==> src/rtl/game_pkg.sv <==
// ============================================================================
// game_pkg : shared state encoding, widths and default screen/bird geometry
// Rev 1.0
// ============================================================================
`default_nettype none

package game_pkg;

    localparam int c_NUM_TUBES = 3;
    localparam int c_COORD_W   = 11;
    localparam int c_CMP_W     = 12;
    localparam int c_SCORE_W   = 10;

    localparam logic [c_SCORE_W-1:0] c_SCORE_MAX = 10'd999;

    localparam logic [1:0] c_ST_IDLE = 2'd0;
    localparam logic [1:0] c_ST_PLAY = 2'd1;
    localparam logic [1:0] c_ST_DEAD = 2'd2;
    localparam logic [1:0] c_ST_OVER = 2'd3;

    localparam int c_DEF_SCREEN_HEIGHT = 768;
    localparam int c_DEF_TUBE_WIDTH    = 120;
    localparam int c_DEF_GAP_HEIGHT    = 250;
    localparam int c_DEF_BIRD_X        = 200;
    localparam int c_DEF_BIRD_SIZE     = 40;
    localparam int c_DEF_DEATH_FRAMES  = 60;

    // Zero-extend a screen coordinate so sums never wrap.
    function automatic logic [c_CMP_W-1:0] f_ext(input logic [c_COORD_W-1:0] v);
        return {1'b0, v};
    endfunction

endpackage

`default_nettype wire

==> src/rtl/game_ctrl_tube_hit.sv <==
// ============================================================================
// tube_hit : overlap / gap-safety / pass detection for one tube
// Rev 1.0
// ============================================================================
`default_nettype none

module tube_hit
    import game_pkg::*;
#(
    parameter int TUBE_WIDTH = c_DEF_TUBE_WIDTH,
    parameter int GAP_HEIGHT = c_DEF_GAP_HEIGHT,
    parameter int BIRD_X     = c_DEF_BIRD_X,
    parameter int BIRD_SIZE  = c_DEF_BIRD_SIZE
) (
    input  logic [c_COORD_W-1:0] i_tube_x,
    input  logic [c_COORD_W-1:0] i_prev_x,
    input  logic [c_COORD_W-1:0] i_gap_y,
    input  logic [c_COORD_W-1:0] i_bird_y,
    output logic                 o_hit,
    output logic                 o_pass
);

    localparam logic [c_CMP_W-1:0] c_X_LO = c_CMP_W'(BIRD_X);
    localparam logic [c_CMP_W-1:0] c_X_HI = c_CMP_W'(BIRD_X + BIRD_SIZE + TUBE_WIDTH);
    localparam logic [c_CMP_W-1:0] c_SIZE = c_CMP_W'(BIRD_SIZE);
    localparam logic [c_CMP_W-1:0] c_GAP  = c_CMP_W'(GAP_HEIGHT);

    logic [c_CMP_W-1:0] w_x;
    logic [c_CMP_W-1:0] w_prev;
    logic [c_CMP_W-1:0] w_gap;
    logic [c_CMP_W-1:0] w_bird;
    logic               w_overlap;
    logic               w_safe;

    assign w_x    = f_ext(i_tube_x);
    assign w_prev = f_ext(i_prev_x);
    assign w_gap  = f_ext(i_gap_y);
    assign w_bird = f_ext(i_bird_y);

    assign w_overlap = (w_x > c_X_LO) && (w_x < c_X_HI);
    assign w_safe    = (w_gap <= w_bird) && ((w_bird + c_SIZE) <= (w_gap + c_GAP));

    assign o_hit  = w_overlap && !w_safe;
    // Only a right-to-left crossing of the bird column scores; a wrap jumps upward.
    assign o_pass = (w_prev >= c_X_LO) && (w_x < c_X_LO);

endmodule

`default_nettype wire

==> src/rtl/game_ctrl.sv <==
// ============================================================================
// game_ctrl : IDLE/PLAY/DEAD/OVER game FSM with collision, scoring and high score
// Rev 1.0
// ============================================================================
`default_nettype none

module game_ctrl
    import game_pkg::*;
#(
    parameter int SCREEN_HEIGHT = c_DEF_SCREEN_HEIGHT,
    parameter int TUBE_WIDTH    = c_DEF_TUBE_WIDTH,
    parameter int GAP_HEIGHT    = c_DEF_GAP_HEIGHT,
    parameter int BIRD_X        = c_DEF_BIRD_X,
    parameter int BIRD_SIZE     = c_DEF_BIRD_SIZE,
    parameter int DEATH_FRAMES  = c_DEF_DEATH_FRAMES
) (
    input  logic                                   clk,
    input  logic                                   rst,
    input  logic                                   btn_flap,
    input  logic                                   frame_tick,
    input  logic [c_NUM_TUBES-1:0][c_COORD_W-1:0]  tube_x,
    input  logic [c_NUM_TUBES-1:0][c_COORD_W-1:0]  gap_y,
    input  logic [c_COORD_W-1:0]                   bird_y,
    output logic                                   game_rst,
    output logic                                   run,
    output logic                                   flap,
    output logic [1:0]                             state,
    output logic [c_SCORE_W-1:0]                   score,
    output logic [c_SCORE_W-1:0]                   high_score
);

    localparam int                   c_FRAME_W    = $clog2(DEATH_FRAMES + 1);
    localparam logic [c_FRAME_W-1:0] c_FRAME_LAST = c_FRAME_W'(DEATH_FRAMES - 1);
    localparam logic [c_CMP_W-1:0]   c_SIZE       = c_CMP_W'(BIRD_SIZE);
    localparam logic [c_CMP_W-1:0]   c_SCREEN     = c_CMP_W'(SCREEN_HEIGHT);

    logic [1:0]                            r_state;
    logic [c_SCORE_W-1:0]                  r_score;
    logic [c_SCORE_W-1:0]                  r_high;
    logic [c_FRAME_W-1:0]                  r_frames;
    logic [c_NUM_TUBES-1:0][c_COORD_W-1:0] r_prev_x;
    logic                                  r_game_rst;
    logic                                  r_run;
    logic                                  r_flap;

    logic [c_NUM_TUBES-1:0] w_tube_hit;
    logic [c_NUM_TUBES-1:0] w_pass;
    logic                   w_hit;
    logic                   w_start;
    logic [1:0]             w_pass_cnt;
    logic [c_SCORE_W:0]     w_score_sum;
    logic [c_SCORE_W-1:0]   w_score_next;
    logic [1:0]             w_next_state;

    generate
        for (genvar gi = 0; gi < c_NUM_TUBES; gi++) begin : g_tube
            tube_hit #(
                .TUBE_WIDTH (TUBE_WIDTH),
                .GAP_HEIGHT (GAP_HEIGHT),
                .BIRD_X     (BIRD_X),
                .BIRD_SIZE  (BIRD_SIZE)
            ) u_tube_hit (
                .i_tube_x (tube_x[gi]),
                .i_prev_x (r_prev_x[gi]),
                .i_gap_y  (gap_y[gi]),
                .i_bird_y (bird_y),
                .o_hit    (w_tube_hit[gi]),
                .o_pass   (w_pass[gi])
            );
        end
    endgenerate

    assign w_hit = (|w_tube_hit) || (bird_y == '0) || ((f_ext(bird_y) + c_SIZE) >= c_SCREEN);

    assign w_pass_cnt   = {1'b0, w_pass[0]} + {1'b0, w_pass[1]} + {1'b0, w_pass[2]};
    assign w_score_sum  = {1'b0, r_score} + {{(c_SCORE_W - 1){1'b0}}, w_pass_cnt};
    assign w_score_next = (w_score_sum > {1'b0, c_SCORE_MAX}) ? c_SCORE_MAX : w_score_sum[c_SCORE_W-1:0];

    assign w_start = btn_flap && ((r_state == c_ST_IDLE) || (r_state == c_ST_OVER));

    always_comb begin
        w_next_state = r_state;
        case (r_state)
            c_ST_IDLE, c_ST_OVER: if (btn_flap)   w_next_state = c_ST_PLAY;
            c_ST_PLAY:            if (w_hit)      w_next_state = c_ST_DEAD;
            c_ST_DEAD:            if (frame_tick && (r_frames == c_FRAME_LAST))
                                                  w_next_state = c_ST_OVER;
            default:                              w_next_state = c_ST_IDLE;
        endcase
    end

    always_ff @(posedge clk) begin
        if (rst) begin
            r_state    <= c_ST_IDLE;
            r_score    <= '0;
            r_high     <= '0;
            r_frames   <= '0;
            r_prev_x   <= '0;
            r_game_rst <= 1'b0;
            r_run      <= 1'b0;
            r_flap     <= 1'b0;
        end else begin
            r_state    <= w_next_state;
            r_prev_x   <= tube_x;
            r_game_rst <= w_start;
            r_run      <= (w_next_state == c_ST_PLAY);
            r_flap     <= btn_flap && (r_state == c_ST_PLAY) && (w_next_state == c_ST_PLAY);

            // A hit in the same cycle as a pass wins: the pass is not scored.
            if (w_start) begin
                r_score <= '0;
            end else if ((r_state == c_ST_PLAY) && !w_hit) begin
                r_score <= w_score_next;
            end

            if ((r_state == c_ST_PLAY) && w_hit) begin
                if (r_score > r_high) begin
                    r_high <= r_score;
                end
                r_frames <= '0;
            end else if ((r_state == c_ST_DEAD) && frame_tick) begin
                r_frames <= r_frames + 1'b1;
            end
        end
    end

    assign game_rst   = r_game_rst;
    assign run        = r_run;
    assign flap       = r_flap;
    assign state      = r_state;
    assign score      = r_score;
    assign high_score = r_high;

endmodule

`default_nettype wire

==> config.mk <==
export PLATFORM = sky130hd
export DESIGN_NAME = game_ctrl
export DESIGN_NICKNAME = d
export VERILOG_FILES = /design/src/rtl/game_pkg.sv /design/src/rtl/game_ctrl_tube_hit.sv /design/src/rtl/game_ctrl.sv
export SDC_FILE = /design/constraint.sdc
export NUM_CORES = 1
export LEC_CHECK = 0
export ABC_AREA = 1
export ABC_CLOCK_PERIOD_IN_PS = 6600
export CAP_MARGIN = 20
export CORE_MARGIN = 2
export CORE_UTILIZATION = 50
export CTS_CLUSTER_SIZE = 10
export DETAILED_ROUTE_END_ITERATION = 16
export HOLD_SLACK_MARGIN = 0.12
export PLACE_DENSITY = 0.76
export SETUP_SLACK_MARGIN = 0.05
export SLEW_MARGIN = 20
export SYNTH_ARGS = -nofsm -noshare
export SYNTH_HDL_FRONTEND = slang
export SYNTH_HIERARCHICAL = 1
export SYNTH_SLANG_ARGS = --single-unit
==> constraint.sdc <==
create_clock -name clk -period 6.6 [get_ports clk]
set_clock_uncertainty 0.2 [all_clocks]
set_input_delay 0.66 -clock clk [delete_from_list [all_inputs] [get_ports clk]]
set_output_delay 0.66 -clock clk [all_outputs]
set_load 0.1 [all_outputs]
After elaboration in Yosys (flattened, before gate mapping)
Index checks and enable logic that the tools add are counted.
{ "totals": {"reg_bits": 64, "input_bits": 81, "elab_cells": 82} }
{ "op_classes": {"addsub": 8, "magnitude_cmp": 21, "eq_ne": 5, "mux": 5, "reduce_logical": 33} }
{ "ops": {"columns": ["op", "n"], "rows": [
  ["$add A11 B8 Y12 const B", 3],
  ["$le A12 B12 Y1", 3],
  ["$ge A11 B8 Y1 const B", 3],
  ["$gt A11 B8 Y1 const B", 3],
  ["$le A11 B11 Y1", 3],
  ["$lt A11 B8 Y1 const B", 3],
  ["$lt A11 B9 Y1 const B", 3],
  ["$logic_and A1 B1 Y1", 19],
  ["$add A11 B6 Y12 const B", 1],
  ["$ge A12 B10 Y1 const B", 1],
  ["$add A10 B2 Y11", 1],
  ["$gt A11 B10 Y1 const B", 1],
  ["$logic_not A11 Y1", 1],
  ["$gt A10 B10 Y1", 1],
  ["$mux W10", 1],
  ["$add A6 B1 Y6 const B", 1],
  ["$eq A6 B6 Y1 const B", 1],
  ["$mux W2", 3],
  ["$pmux W2 S3", 1],
  ["$reduce_or A2 Y1", 3],
  ["$eq A2 B1 Y1 const B", 2],
  ["$eq A2 B2 Y1 const B", 2],
  ["$logic_not A1 Y1", 4],
  ["$logic_or A1 B1 Y1", 3],
  ["5 further kinds", 5]
]} }

Longest topological paths before layout
{ "depth": {"ltp_word": 12, "ltp_mapped": 27} }

Hierarchy
Netlist, hierarchy kept.
{ "by_module_without_submodules": {"columns": ["module", "instances", "cells_each", "area_each_um2", "seq_area_each_um2"], "rows": [
  ["game_ctrl", 1, 411, 2961.6, 1281.2],
  ["tube_hit (g_tube[0].u_tube_hit ...)", 2, 175, 1028.5, 0.0],
  ["tube_hit (g_tube[1].u_tube_hit)", 1, 173, 1031.0, 0.0]
]} }

Worst setup path before layout
Ideal clock, no wire load.
{ "synth_timing": {"path_kind": "in2reg", "from": "input port tube_x[6] (netlist name)", "to": "register r_score[4] (netlist: score[4])", "arrival_time_ns": 3.043, "path_slack_ns": 3.243, "cell_stages": 19, "path_cell_list": "nand2_1 nand2_1 nand2_1 nand2_1 a21oi_1 fa_1 ha_1 inv_1 fa_1 inv_1 nand3_2 xor2_1 nand2_1 inv_1 nor2_1 nand3_2 nand2_2 nor2_1 o21a_1"} }
{ "synth_via": {"elab_cells_between_ends": 16} }
{ "synth_lines": {"columns": ["item", "line", "rtl"], "rows": [
  ["start: declaration", "game_ctrl.sv:21", "input logic [c_NUM_TUBES-1:0][c_COORD_W-1:0] tube_x,"],
  ["$lt A11 B8 Y1 *", "game_ctrl_tube_hit.sv:45", "assign o_pass = (w_prev >= c_X_LO) && (w_x < c_X_LO);"],
  ["$logic_and A1 B1 Y1 *", "game_ctrl_tube_hit.sv:45", null],
  ["named net w_pass[0]", "game_ctrl.sv:47", "logic [c_NUM_TUBES-1:0] w_pass;"],
  ["$add A1 B1 Y2 *", "game_ctrl.sv:75", "assign w_pass_cnt = {1'b0, w_pass[0]} + {1'b0, w_pass[1]} + {1'b0, w_pass[2]};"],
  ["$add A2 B1 Y2 *", "game_ctrl.sv:75", null],
  ["$add A10 B2 Y11 *", "game_ctrl.sv:76", "assign w_score_sum = {1'b0, r_score} + {{(c_SCORE_W - 1){1'b0}}, w_pass_cnt};"],
  ["$gt A11 B10 Y1", "game_ctrl.sv:77", "assign w_score_next = (w_score_sum > {1'b0, c_SCORE_MAX}) ? c_SCORE_MAX : w_score_sum[c_SCORE_W-1:0];"],
  ["$mux W10 *", "game_ctrl.sv:77", null],
  ["end signal: assignment", "game_ctrl.sv:113", "r_score <= w_score_next;"],
  ["end: declaration", "game_ctrl.sv:38", "logic [c_SCORE_W-1:0] r_score;"]
]} }
Mark *: on every way through the listed nets, which the timed path passes. The rest lies on a longest branch.
A chain may end at the register's enable or synchronous reset.

Worst setup path in the final report
{ "layout_timing": {"from": "input port bird_y[4]", "to": "register r_high[8] (netlist: high_score[8])"} }
{ "layout_via": {"elab_chain_cells": 10, "elab_cells_between_ends": 23} }
{ "layout_rtl": {"columns": ["item", "line", "rtl"], "rows": [
  ["start: declaration", "game_ctrl.sv:23", "input logic [c_COORD_W-1:0] bird_y,"],
  ["$add A11 B6 Y12", "game_ctrl_tube_hit.sv:41", "assign w_safe = (w_gap <= w_bird) && ((w_bird + c_SIZE) <= (w_gap + c_GAP));"],
  ["$le A12 B12 Y1", "game_ctrl_tube_hit.sv:41", null],
  ["$logic_and A1 B1 Y1 *", "game_ctrl_tube_hit.sv:41", null],
  ["$logic_not A1 Y1 *", "game_ctrl_tube_hit.sv:43", "assign o_hit = w_overlap && !w_safe;"],
  ["$logic_and A1 B1 Y1 *", "game_ctrl_tube_hit.sv:43", null],
  ["named net w_tube_hit[2]", "game_ctrl.sv:46", "logic [c_NUM_TUBES-1:0] w_tube_hit;"],
  ["$reduce_or A3 Y1 *", "game_ctrl.sv:73", "assign w_hit = (|w_tube_hit) || (bird_y == '0) || ((f_ext(bird_y) + c_SIZE) >= c_SCREEN);"],
  ["$logic_or A1 B1 Y1 * (2 in series)", "game_ctrl.sv:73", null],
  ["$logic_and A1 B1 Y1 *", "game_ctrl.sv:116", "if ((r_state == c_ST_PLAY) && w_hit) begin"],
  ["$reduce_and A2 Y1 (no line) *", null, null],
  ["end signal: assignment", "game_ctrl.sv:118", "r_high <= r_score;"],
  ["end: declaration", "game_ctrl.sv:39", "logic [c_SCORE_W-1:0] r_high;"]
]} }
Marks and branches as above.

==> impl_results.html <==
<table>
<tr><th>Metric</th><th>Value</th></tr>
<tr><th colspan="2">Clocking</th></tr>
<tr><td>Total setup buffers inserted after CTS</td><td>0</td></tr>
<tr><td>Clock tree from TritonCTS</td><td>built</td></tr>
<tr><td>Hold_buf cts</td><td>0</td></tr>
<tr><td>Clock Sink Count</td><td>55</td></tr>
<tr><td>CTS clk-pin slew, worst paths</td><td>0.07 ns</td></tr>
<tr><td>Clock buffer depth</td><td>2</td></tr>
<tr><td>Cells resized by post-CTS repair</td><td>0</td></tr>
<tr><td>Clock network latency to the later pin of the worst-skew pair</td><td>0.29 ns</td></tr>
<tr><td>Clock tree root buffer cell</td><td>sky130_fd_sc_hd__clkbuf_16</td></tr>
<tr><td>CTS H-tree depth</td><td>2</td></tr>
<tr><td>CTS Buf Count</td><td>5</td></tr>
<tr><th colspan="2">Critical path</th></tr>
<tr><td>Arrival time at the worst endpoint</td><td>4.57 ns</td></tr>
<tr><td>Crit-path cells</td><td>clkdlybuf4s50_1 -&gt; ha_1 -&gt; or2_1 -&gt; nand2_1 -&gt; nor2_2 -&gt; nand3_1 -&gt; nand2_1 -&gt; inv_1 -&gt; ha_1 -&gt; nand2_1 -&gt; nor2_1 -&gt; and2_1 -&gt; nand2_1 -&gt; nand3_1 -&gt; nand2_1 -&gt; a21oi_2 -&gt; inv_1 -&gt; nand2_1 -&gt; a21oi_1 -&gt; nand3_1 -&gt; nand4_1 -&gt; nor2_1 -&gt; nor2_1</td></tr>
<tr><td>Slowest Stage Delay on Critical Path</td><td>0.78 ns</td></tr>
<tr><td>Critical Path Start Type</td><td>primary input</td></tr>
<tr><td>Slowest-stage cell, CP</td><td>sky130_fd_sc_hd__clkdlybuf4s50_1</td></tr>
<tr><td>Kind of capture point of the worst setup path</td><td>register</td></tr>
<tr><td>Setup slack, reg-to-reg</td><td>3.25 ns</td></tr>
<tr><td>Highest net fanout along the worst path</td><td>20</td></tr>
<tr><td>Data required time at the worst endpoint</td><td>6.58 ns</td></tr>
<tr><td>Start-to-end type of the worst setup path</td><td>in2reg</td></tr>
<tr><td>Start of the worst register-to-register path</td><td>r_prev_x[3]</td></tr>
<tr><td>Path depth of the worst reg2reg path</td><td>15</td></tr>
<tr><td>Destination of the worst register-to-register timing path</td><td>score[4]</td></tr>
<tr><td>CP Capture Point</td><td>high_score[8]</td></tr>
<tr><td>Cell with the most instances on the worst path</td><td>sky130_fd_sc_hd__nand2_1</td></tr>
<tr><td>Origin of the worst setup path</td><td>bird_y[4]</td></tr>
<tr><th colspan="2">Drt</th></tr>
<tr><td>Number of remaining DRC errors</td><td>0</td></tr>
<tr><td>Number of vias after detailed routing</td><td>5,578</td></tr>
<tr><td>Mean number of vias per cell</td><td>4.84</td></tr>
<tr><td>ANT nets after route</td><td>0</td></tr>
<tr><td>Detailed-router iteration count before antenna repair</td><td>4</td></tr>
<tr><td>Met2 WL</td><td>6.08 mm</td></tr>
<tr><td>Routed len/inst</td><td>11.3 microns</td></tr>
<tr><td>Wire length the detailed router placed on met1</td><td>6.18 mm</td></tr>
<tr><td>Top routing layer used</td><td>met4</td></tr>
<tr><td>Routed length on met3</td><td>598 microns</td></tr>
<tr><td>Iteration-0 DRC Markers</td><td>404</td></tr>
<tr><td>Wire length reported by the detailed router</td><td>13.0 mm</td></tr>
<tr><th colspan="2">STA</th></tr>
<tr><td>Final-report hold violation count</td><td>0</td></tr>
<tr><td>Accumulated negative setup slack</td><td>0 ns</td></tr>
<tr><td>Slew @ Worst Pin</td><td>0.983 ns</td></tr>
<tr><td>Relative max-transition margin</td><td>34.3%</td></tr>
<tr><td>Setup-failing EPs final</td><td>0</td></tr>
<tr><td>Final-report max-slew violation count</td><td>0</td></tr>
<tr><td>Period utilisation layout</td><td>69.5%</td></tr>
<tr><td>Worst-case setup margin in the final layout</td><td>2.01 ns</td></tr>
<tr><td>Maximum clock frequency</td><td>218 MHz</td></tr>
<tr><td>Unrepaired setup endpoints after global routing</td><td>no</td></tr>
<tr><td>Time the worst path needs with I/O delays and setup</td><td>4.59 ns</td></tr>
<tr><th colspan="2">Layout</th></tr>
<tr><td>Layout cell share with drive strength beyond 1</td><td>6.44%</td></tr>
<tr><td>Antenna fix cells</td><td>0</td></tr>
<tr><td>Final net count</td><td>1,184</td></tr>
<tr><td>Area growth from synthesis to layout</td><td>23.1%</td></tr>
<tr><td>Most frequent standard cell in the layout excluding fill and tap cells</td><td>sky130_fd_sc_hd__nand2_1</td></tr>
<tr><td>Leading cell types in the layout, fill and taps excluded</td><td>216 x sky130_fd_sc_hd__nand2_1, 153 x sky130_fd_sc_hd__inv_1, 124 x sky130_fd_sc_hd__nor2_1, 104 x sky130_fd_sc_hd__clkdlybuf4s50_1, 91 x sky130_fd_sc_hd__ha_1</td></tr>
<tr><th colspan="2">Power</th></tr>
<tr><td>Clk pwr share</td><td>19.0%</td></tr>
<tr><td>Leakage</td><td>3.77 nW</td></tr>
<tr><td>Cell area power density</td><td>213 nW/um^2</td></tr>
<tr><td>Switching pwr</td><td>702 uW</td></tr>
<tr><td>Net Sw Frac</td><td>46.2%</td></tr>
<tr><td>Worst vdd ir</td><td>0.000337 V</td></tr>
<tr><td>Internal power</td><td>818 uW</td></tr>
<tr><td>Share of power burned in combinational logic</td><td>54.4%</td></tr>
<tr><td>Sequential Power Share</td><td>26.5%</td></tr>
<tr><th colspan="2">Logic synthesis</th></tr>
<tr><td>Synth warn</td><td>6</td></tr>
<tr><td>Netlist Area Pre-Place</td><td>5800 sq um</td></tr>
<tr><td>Mean cell area of the mapped netlist</td><td>6.40 sq um</td></tr>
<tr><td>Number of instances in the synthesized netlist</td><td>907</td></tr>
<tr><td>Syn nets</td><td>1,081</td></tr>
<tr><th colspan="2">Die</th></tr>
<tr><td>Ports</td><td>106</td></tr>
<tr><td>Die X</td><td>112 microns</td></tr>
<tr><td>Chip height</td><td>112 microns</td></tr>
<tr><td>Initial Util</td><td>51.0%</td></tr>
<tr><td>Full die area</td><td>12,500 sq um</td></tr>
<tr><td>Site row count</td><td>39</td></tr>
<tr><td>Total core area</td><td>11,400 sq um</td></tr>
<tr><th colspan="2">Job</th></tr>
<tr><td>Number of max-capacitance violations reported</td><td>0</td></tr>
<tr><th colspan="2">Placement</th></tr>
<tr><td>Worst setup slack before clock tree synthesis</td><td>1.77 ns</td></tr>
<tr><td>Routability congestion estimate</td><td>0.886</td></tr>
<tr><td>Port-buffer cells</td><td>105</td></tr>
<tr><td>DP Wirelength</td><td>10.8 mm</td></tr>
<tr><th colspan="2">Global route</th></tr>
<tr><td>Number of antenna violations at the first check in global routing</td><td>0</td></tr>
<tr><td>Via count of the first global-routing pass</td><td>5,220</td></tr>
<tr><td>Congestion Overflow GR</td><td>0</td></tr>
<tr><td>Largest net degree at the start of global routing</td><td>31</td></tr>
<tr><td>Global routing usage summed across all routing layers</td><td>21.5%</td></tr>
<tr><td>Global-route wire length before repair</td><td>23.0 mm</td></tr>
<tr><th colspan="2">Min path</th></tr>
<tr><td>Cell count of the worst hold path</td><td>2</td></tr>
<tr><td>Class of the tightest hold or removal check</td><td>reg2reg</td></tr>
<tr><th colspan="2">Status</th></tr>
<tr><td>Outcome</td><td>completed</td></tr>
</table>
worst max-delay path, delay by kind of cell:
kind	cells	cell delay, ns
simple gates	16	2.25
compound gates	2	0.19
fa+ha+maj	2	0.54
buf+inv	3	0.89
worst min path at each step:
stage                            from           to  slack [ns]
after CTS                 r_frames[1]  r_frames[1]        0.30
after detailed placement  r_frames[1]  r_frames[1]        0.29
after global routing      r_frames[1]  r_frames[1]        0.33
after global placement    r_frames[1]  r_frames[1]        0.27
final                     r_frames[1]  r_frames[1]        0.29
after floorplan           r_frames[1]  r_frames[1]        0.26
power groups by stage:
| stage | registers, mW | clock network [mW] | logic [mW] |
|---|---|---|---|
| global route | 0.408 | 0.309 | 0.915 |
| detailed placement | 0.411 | 0 | 0.825 |
| global placement | 0.410 | 0 | 0.813 |
| finish | 0.404 | 0.289 | 0.828 |
| CTS | 0.403 | 0.295 | 0.832 |
| floorplan | 0.653 | 0 | 0.361 |
area by class of cell:
class	instances	area [sq um]
Fill cell	1107	4230
Multi-Input combinational cell	664	3990
Sequential cell	55	1100
Timing Repair Buffer	105	1050
Inverter	179	672
Tap cell	143	179
Clock buffer	6	129
Clock inverter	1	30.0
per-stage QoR:
step	util (%)	hold slack (ns)	instances	total power, mW	area, sq um
2_1_floorplan	-	0.257	907	1.01	5800
3_3_place_gp	61.5	0.272	1146	1.22	6990
3_5_place_dp	61.5	0.289	1146	1.24	6990
4_1_cts	62.9	0.298	1153	1.53	7150
5_1_grt	62.8	0.328	1153	1.63	7140
6_report	62.8	0.290	1153	1.52	7140
registers in the layout, indices dropped and copies added (netlist names):
name / flops
r_prev_x: 24
high_score: 10
score: 10
r_frames: 6
state: 2
flap: 1
game_rst: 1
run: 1
metal layers:
metal	GRT usage (%)	vias up
met2	37.0	114
li1	-	3034
met1	29.1	2415
met5	0	-
met4	5.10	0
met3	2.29	15
(Power assumes the default switching activity.)
